===== src/rtl/wb_port_arbiter_if.sv =====
// Register-file write-port arbitration bundle: pipeline write-back, coprocessor
// result handshake, register-file write port and hazard-unit lookup.
interface wb_port_arbiter_if #(
  parameter int N     = 32,
  parameter int A     = 4,
  parameter int DEPTH = 4
);
  logic                     pipe_we;
  logic [A-1:0]             pipe_rd;
  logic [N-1:0]             pipe_data;

  logic                     cop_valid;
  logic [A-1:0]             cop_rd;
  logic [N-1:0]             cop_data;
  logic                     cop_ready;

  logic                     rf_we;
  logic [A-1:0]             rf_wa;
  logic [N-1:0]             rf_wd;

  logic                     hold;
  logic [A-1:0]             query_rd;
  logic                     query_hit;
  logic [$clog2(DEPTH):0]   pend_count;

  // Environment side: pipeline, coprocessor, register file and hazard unit.
  modport master (
    output pipe_we, pipe_rd, pipe_data,
    output cop_valid, cop_rd, cop_data,
    input  cop_ready,
    input  rf_we, rf_wa, rf_wd,
    input  hold,
    output query_rd,
    input  query_hit, pend_count
  );

  // Arbiter side.
  modport slave (
    input  pipe_we, pipe_rd, pipe_data,
    input  cop_valid, cop_rd, cop_data,
    output cop_ready,
    output rf_we, rf_wa, rf_wd,
    output hold,
    input  query_rd,
    output query_hit, pend_count
  );
endinterface


===== src/rtl/wb_port_arbiter.sv =====
// Shares the single register-file write port between the in-order write-back
// path and the modular-arithmetic coprocessor. Coprocessor results wait in a
// small circular FIFO and drain into cycles where the pipeline does not write;
// a saturating starvation counter asks the hazard unit for a bubble when the
// head entry has been blocked too long.
module wb_port_arbiter #(
  parameter int N          = 32,
  parameter int A          = 4,
  parameter int DEPTH      = 4,
  parameter int STARVE_MAX = 8
)(
  input logic              clk,
  input logic              rst,
  wb_port_arbiter_if.slave bus
);

  localparam int PW = $clog2(DEPTH);
  localparam int CW = PW + 1;
  localparam int SW = $clog2(STARVE_MAX + 1);

  logic [A-1:0]  rdMem_q   [DEPTH];
  logic [N-1:0]  dataMem_q [DEPTH];

  logic [PW-1:0] rdPtr_q,  rdPtr_d;
  logic [PW-1:0] wrPtr_q,  wrPtr_d;
  logic [CW-1:0] count_q,  count_d;
  logic [SW-1:0] starve_q, starve_d;

  logic          notFull;
  logic          hasEntry;
  logic          push;
  logic          pop;
  logic          queryHit;

  assign notFull  = (count_q < CW'(DEPTH));
  assign hasEntry = (count_q != '0);

  // A full FIFO refuses results even when it pops this cycle, and nothing is
  // accepted while reset is held.
  assign bus.cop_ready = notFull & ~rst;
  assign push          = bus.cop_valid & notFull & ~rst;
  assign pop           = ~rst & ~bus.pipe_we & hasEntry;

  assign bus.pend_count = count_q;
  assign bus.hold       = (starve_q == SW'(STARVE_MAX)) & hasEntry;
  assign bus.query_hit  = queryHit;

  // Write-port grant: pipeline first, then FIFO head, otherwise an idle port.
  always_comb begin
    bus.rf_we = 1'b0;
    bus.rf_wa = '0;
    bus.rf_wd = '0;
    if (!rst) begin
      if (bus.pipe_we) begin
        bus.rf_we = 1'b1;
        bus.rf_wa = bus.pipe_rd;
        bus.rf_wd = bus.pipe_data;
      end else if (hasEntry) begin
        bus.rf_we = 1'b1;
        bus.rf_wa = rdMem_q[rdPtr_q];
        bus.rf_wd = dataMem_q[rdPtr_q];
      end
    end
  end

  // Next FIFO pointers, occupancy and starvation count from this cycle's push/pop.
  always_comb begin
    rdPtr_d  = rdPtr_q;
    wrPtr_d  = wrPtr_q;
    count_d  = count_q;
    starve_d = starve_q;

    if (push) begin
      wrPtr_d = wrPtr_q + PW'(1);
    end
    if (pop) begin
      rdPtr_d = rdPtr_q + PW'(1);
    end

    case ({push, pop})
      2'b10:   count_d = count_q + CW'(1);
      2'b01:   count_d = count_q - CW'(1);
      default: count_d = count_q;
    endcase

    if (pop) begin
      starve_d = '0;
    end else if (hasEntry && bus.pipe_we && (starve_q != SW'(STARVE_MAX))) begin
      starve_d = starve_q + SW'(1);
    end
  end

  // Control state register with synchronous reset that discards every entry.
  always_ff @(posedge clk) begin
    if (rst) begin
      rdPtr_q  <= '0;
      wrPtr_q  <= '0;
      count_q  <= '0;
      starve_q <= '0;
    end else begin
      rdPtr_q  <= rdPtr_d;
      wrPtr_q  <= wrPtr_d;
      count_q  <= count_d;
      starve_q <= starve_d;
    end
  end

  // Entry storage; only slots inside the occupied window are ever read.
  always_ff @(posedge clk) begin
    if (push) begin
      rdMem_q[wrPtr_q]   <= bus.cop_rd;
      dataMem_q[wrPtr_q] <= bus.cop_data;
    end
  end

  // Pending-write lookup over occupied slots, using registered state only.
  always_comb begin
    logic [PW-1:0] offset;
    queryHit = 1'b0;
    offset   = '0;
    for (int i = 0; i < DEPTH; i++) begin
      offset = PW'(i) - rdPtr_q;
      if (({1'b0, offset} < count_q) && (rdMem_q[i] == bus.query_rd)) begin
        queryHit = 1'b1;
      end
    end
  end

endmodule


===== src/flat_wrapper.sv =====
// flat-port wrapper written by rule: the top's interface ports become plain ports
module wb_port_arbiter_flat 
#(
  parameter int N          = 32,
  parameter int A          = 4,
  parameter int DEPTH      = 4,
  parameter int STARVE_MAX = 8
)
  (clk, rst, bus_pipe_we, bus_pipe_rd, bus_pipe_data, bus_cop_valid, bus_cop_rd, bus_cop_data, bus_cop_ready, bus_rf_we, bus_rf_wa, bus_rf_wd, bus_hold, bus_query_rd, bus_query_hit, bus_pend_count);
  wb_port_arbiter_if #(.N(N), .A(A), .DEPTH(DEPTH)) bus_i ();
  input logic clk;
  input logic rst;
  input wire logic [$bits(bus_i.pipe_we)-1:0] bus_pipe_we;
  input wire logic [$bits(bus_i.pipe_rd)-1:0] bus_pipe_rd;
  input wire logic [$bits(bus_i.pipe_data)-1:0] bus_pipe_data;
  input wire logic [$bits(bus_i.cop_valid)-1:0] bus_cop_valid;
  input wire logic [$bits(bus_i.cop_rd)-1:0] bus_cop_rd;
  input wire logic [$bits(bus_i.cop_data)-1:0] bus_cop_data;
  output wire logic [$bits(bus_i.cop_ready)-1:0] bus_cop_ready;
  output wire logic [$bits(bus_i.rf_we)-1:0] bus_rf_we;
  output wire logic [$bits(bus_i.rf_wa)-1:0] bus_rf_wa;
  output wire logic [$bits(bus_i.rf_wd)-1:0] bus_rf_wd;
  output wire logic [$bits(bus_i.hold)-1:0] bus_hold;
  input wire logic [$bits(bus_i.query_rd)-1:0] bus_query_rd;
  output wire logic [$bits(bus_i.query_hit)-1:0] bus_query_hit;
  output wire logic [$bits(bus_i.pend_count)-1:0] bus_pend_count;
  assign bus_i.pipe_we = bus_pipe_we;
  assign bus_i.pipe_rd = bus_pipe_rd;
  assign bus_i.pipe_data = bus_pipe_data;
  assign bus_i.cop_valid = bus_cop_valid;
  assign bus_i.cop_rd = bus_cop_rd;
  assign bus_i.cop_data = bus_cop_data;
  assign bus_cop_ready = bus_i.cop_ready;
  assign bus_rf_we = bus_i.rf_we;
  assign bus_rf_wa = bus_i.rf_wa;
  assign bus_rf_wd = bus_i.rf_wd;
  assign bus_hold = bus_i.hold;
  assign bus_i.query_rd = bus_query_rd;
  assign bus_query_hit = bus_i.query_hit;
  assign bus_pend_count = bus_i.pend_count;
  wb_port_arbiter #(.N(N), .A(A), .DEPTH(DEPTH), .STARVE_MAX(STARVE_MAX)) u_core (.clk(clk), .rst(rst), .bus(bus_i));
endmodule

===== config.mk =====
export PLATFORM = sky130hd
export DESIGN_NAME = wb_port_arbiter_flat
export DESIGN_NICKNAME = d
export VERILOG_FILES = /design/src/rtl/wb_port_arbiter_if.sv /design/src/rtl/wb_port_arbiter.sv /design/src/flat_wrapper.sv
export SDC_FILE = /design/constraint.sdc
export NUM_CORES = 1
export LEC_CHECK = 0
export BUFFER_PORTS_ARGS = -buffer_cell sky130_fd_sc_hd__buf_2
export CAP_MARGIN = 20
export CELL_PAD_IN_SITES_DETAIL_PLACEMENT = 0
export CELL_PAD_IN_SITES_GLOBAL_PLACEMENT = 2
export CORE_UTILIZATION = 37
export DETAILED_ROUTE_END_ITERATION = 16
export GPL_TIMING_DRIVEN = 0
export PLACE_DENSITY_LB_ADDON = 0.1
export SLEW_MARGIN = 20
export SYNTH_ARGS = -nofsm -noshare
export SYNTH_HDL_FRONTEND = slang
export SYNTH_SLANG_ARGS = --single-unit

===== constraint.sdc =====
create_clock -name clk -period 2.3 [get_ports clk]
set_clock_uncertainty 0.15 [all_clocks]
set_input_delay 0.23 -clock clk [delete_from_list [all_inputs] [get_ports clk]]
set_output_delay 0.23 -clock clk [all_outputs]
set_load 0.02 [all_outputs]

==> summary.txt <==
Nets: 629
Vias post-DR: 3819
Post-placement cell count: 694
Hold WS: 0.0847 ns
Die Wd: 135 um
Number of synthesized flops with an enable pin: 144
Drt pass-1 iters: 4
GRT met2 Usage: 27.0%
TritonCTS Buffers: 17
Slew Limit Headroom: 31.2%
Max clock buf depth: 2
Synth area leaders: edfxtp_1 (66%), mux4_2 (10%), a22o_1 (4.8%)
Comb pwr share: 14.6%
Final hold vios: 0
Worst endpoint required time: 1.92 ns
CTS tree: done
Clock share of power: 40.3%
RSZ-0062 raised after global routing: yes
R2R Path End: u_core.bus.pend_count[2]
Top cells by count, synth: edfxtp_1 (144), a22o_1 (36), mux4_2 (30), xor2_1 (20), nor2_1 (17)
1st-iter DRT viols: 184
Overall power: 7.25 mW
Switching part of the total: 22.6%
Total Wirelength: 14300 um
MaxCap Viol Count: 0
Met3 capacity usage during global routing: 3.29%
Final period util: 101%
Setup crit start kind: register
Design Area, Final: 8850 um^2
Core Box Area: 17400 um^2
Tmin final: 2.33 ns
Hold Path Depth: 3
Critical path type: reg -> out
Global-route wire length before repair: 21700 um
R2r setup slk: 0.14 ns
Die area: 18300 um^2
Mapped Cells: 348
# H-tree levels: 4
DP HPWL: 8770 um
Syn Nets: 440
Row Count: 48
RD Place Congestion: 0.699
GRT Max-Usage Layer: met2
CP endpoint kind: output pin
Setup ws final: -0.0282 ns
Yosys top cell by area: edfxtp_1
Seq pwr share: 45.1%
Finish-stage setup viols: 14
Root Buffer: clkbuf_16
P_sw: 1.64 mW
GRT overflow: 0
P per Cell Area: 819 nW/um^2
Initial antenna violation count: 0
Fin. max-slew vios: 0
Reg2Reg Launch Point: u_core.bus.pend_count[0]
Synth warnings: 0
P&R area growth vs syn: 34.3%
R2R depth: 9
Starting Density: 38.0%
DRC errors left: 0
Asr flop ratio synth: 0%
Worst Max-Slew Pin Slew: 1.03 ns
M1 GR Usage: 21.7%
Non-Filler Instances: 775
Hold Crit Class: in -> reg
Later-pin clock latency in the skew report: 0.41 ns
Share of cells above drive strength 1: 42.5%
GRT Total Usage: 16.5%
I/O pins: 123
Register area share after synthesis: 69.6%
Status: finished with violations
Int Pwr: 5.61 mW
Wire per inst: 18.4 um
Fmax: 0.430 GHz
Failing checks: setup timing
Clock-pin slew on the worst setup and hold paths: 0.06 ns
Leakage Power: 3.22 nW
CP Max Fanout: 5
Library cells used by synthesis: 33
Count leader, synth: edfxtp_1
Syn avg cell area: 18.9 um^2
Synth top area share: 65.6%
Number of global-route vias before repair: 3836
DP Area: 7500 um^2
Largest net degree at the start of global routing: 37
End of the worst hold path: u_core.wrPtr_q[1]
Hold Startpoint: bus_cop_valid
Post-synthesis register bit count: 157
Ys flop type: edfxtp_1
WP data arrival: 1.95 ns
CTS sink cnt: 157
Post-Syn Area: 6590 um^2
Port bufs: 121
Post-DRT Antenna Nets: 0
Final Util: 51.0%
Vias/cell: 4.93
VDD IR-drop max: 0.000588 V
ANT cells: 0
Die height: 135 um
[cell families (layout without fill, tap and decap cells)]
family	Yosys count	count (layout)	share of synthesized area [%]
adder cells (fa/ha/maj)	12	12	2.39
flip-flops	157	157	69.6
multiplexers	37	37	12.8
XOR/XNOR	25	25	3.32
AO/OA/AOI/OAI	48	48	5.73
AND/OR/NAND/NOR	42	42	3.67
buffers and inverters	27	229	2.51
[critical path, cell delays in order, from the launching register on]
cell       delay, ns
dfxtp_4         0.38
clkbuf_16       0.17
clkbuf_16       0.15
mux4_2          0.50
a22o_1          0.20
buf_6           0.13
[final cells by class]
class,count,area [um^2]
Clock buffer,19,433
Buffer,17,176
Multi-Input combinational cell,164,1850
Timing Repair Buffer,170,1280
Fill cell,1459,8510
Sequential cell,157,4600
Tap cell,225,282
Inverter,10,41.3
Clock inverter,13,186
[power groups by stage]
stage / combinational (mW) / clock [mW] / sequential [mW]
6_report: 1.06 / 2.92 / 3.27
5_1_grt: 1.15 / 3.10 / 3.28
4_1_cts: 0.960 / 2.98 / 3.26
3_5_place_dp: 0.857 / 0 / 3.32
3_3_place_gp: 0.848 / 0 / 3.32
2_1_floorplan: 0.567 / 0 / 3.31
[stage by stage]
step	TNS, ns	worst slack [ns]
2_1_floorplan	-0.0547	-0.0547
3_3_place_gp	-0.524	-0.378
3_5_place_dp	-0.565	-0.399
4_1_cts	-2.18	-0.118
5_1_grt	-2.34	-0.0909
6_report	-0.213	-0.0282
[layer usage]
metal / routed length [um] / share of wire [%]
met1: 6480 / 45
met2: 7050 / 49
met3: 551 / 3.9
met4: 184 / 1.3
met5: 0 / 0
[cell usage in the layout (no fill, tap or decap), types with 16 or more instances in the layout]
cell	netlist	routed
xor2_1	20	20
clkbuf_16	0	20
nor2_1	17	16
buf_2	8	107
mux4_2	30	36
dlygate4sd3_1	0	36
a22o_1	36	36
buf_6	7	22
edfxtp_1	144	144
[state kept, by name (all words and copies together) (netlist names), named ones only]
| signal | flops |
|---|---|
| u_core.starve_q | 4 |
| u_core.wrPtr_q | 2 |
| u_core.rdMem_q | 16 |
| u_core.bus.pend_count | 3 |
| u_core.dataMem_q | 128 |
| u_core.rdPtr_q | 2 |
[timing repair]
action                     in CTS  in global routing
pin swaps                       2                  2
setup endpoints to repair      33                146
hold buffers                   36                  0
hold endpoints to repair      144                  0
setup buffers                   3                  5
cloned                          1                  3
resized for setup              13                 57
[worst max-delay path by stage]
stage	from	end	depth (start not counted)
CTS	register	bus_rf_wd[24]	5
floorplan	u_core.bus.pend_count[2]	u_core.bus.pend_count[2]	9
global placement	u_core.bus.pend_count[2]	u_core.bus.pend_count[2]	9
global route	register	bus_rf_wd[11]	5
finish	register	bus_rf_wd[15]	5
detailed placement	u_core.bus.pend_count[2]	u_core.bus.pend_count[2]	9
No activity file was read; power rests on OpenSTA's default activity.
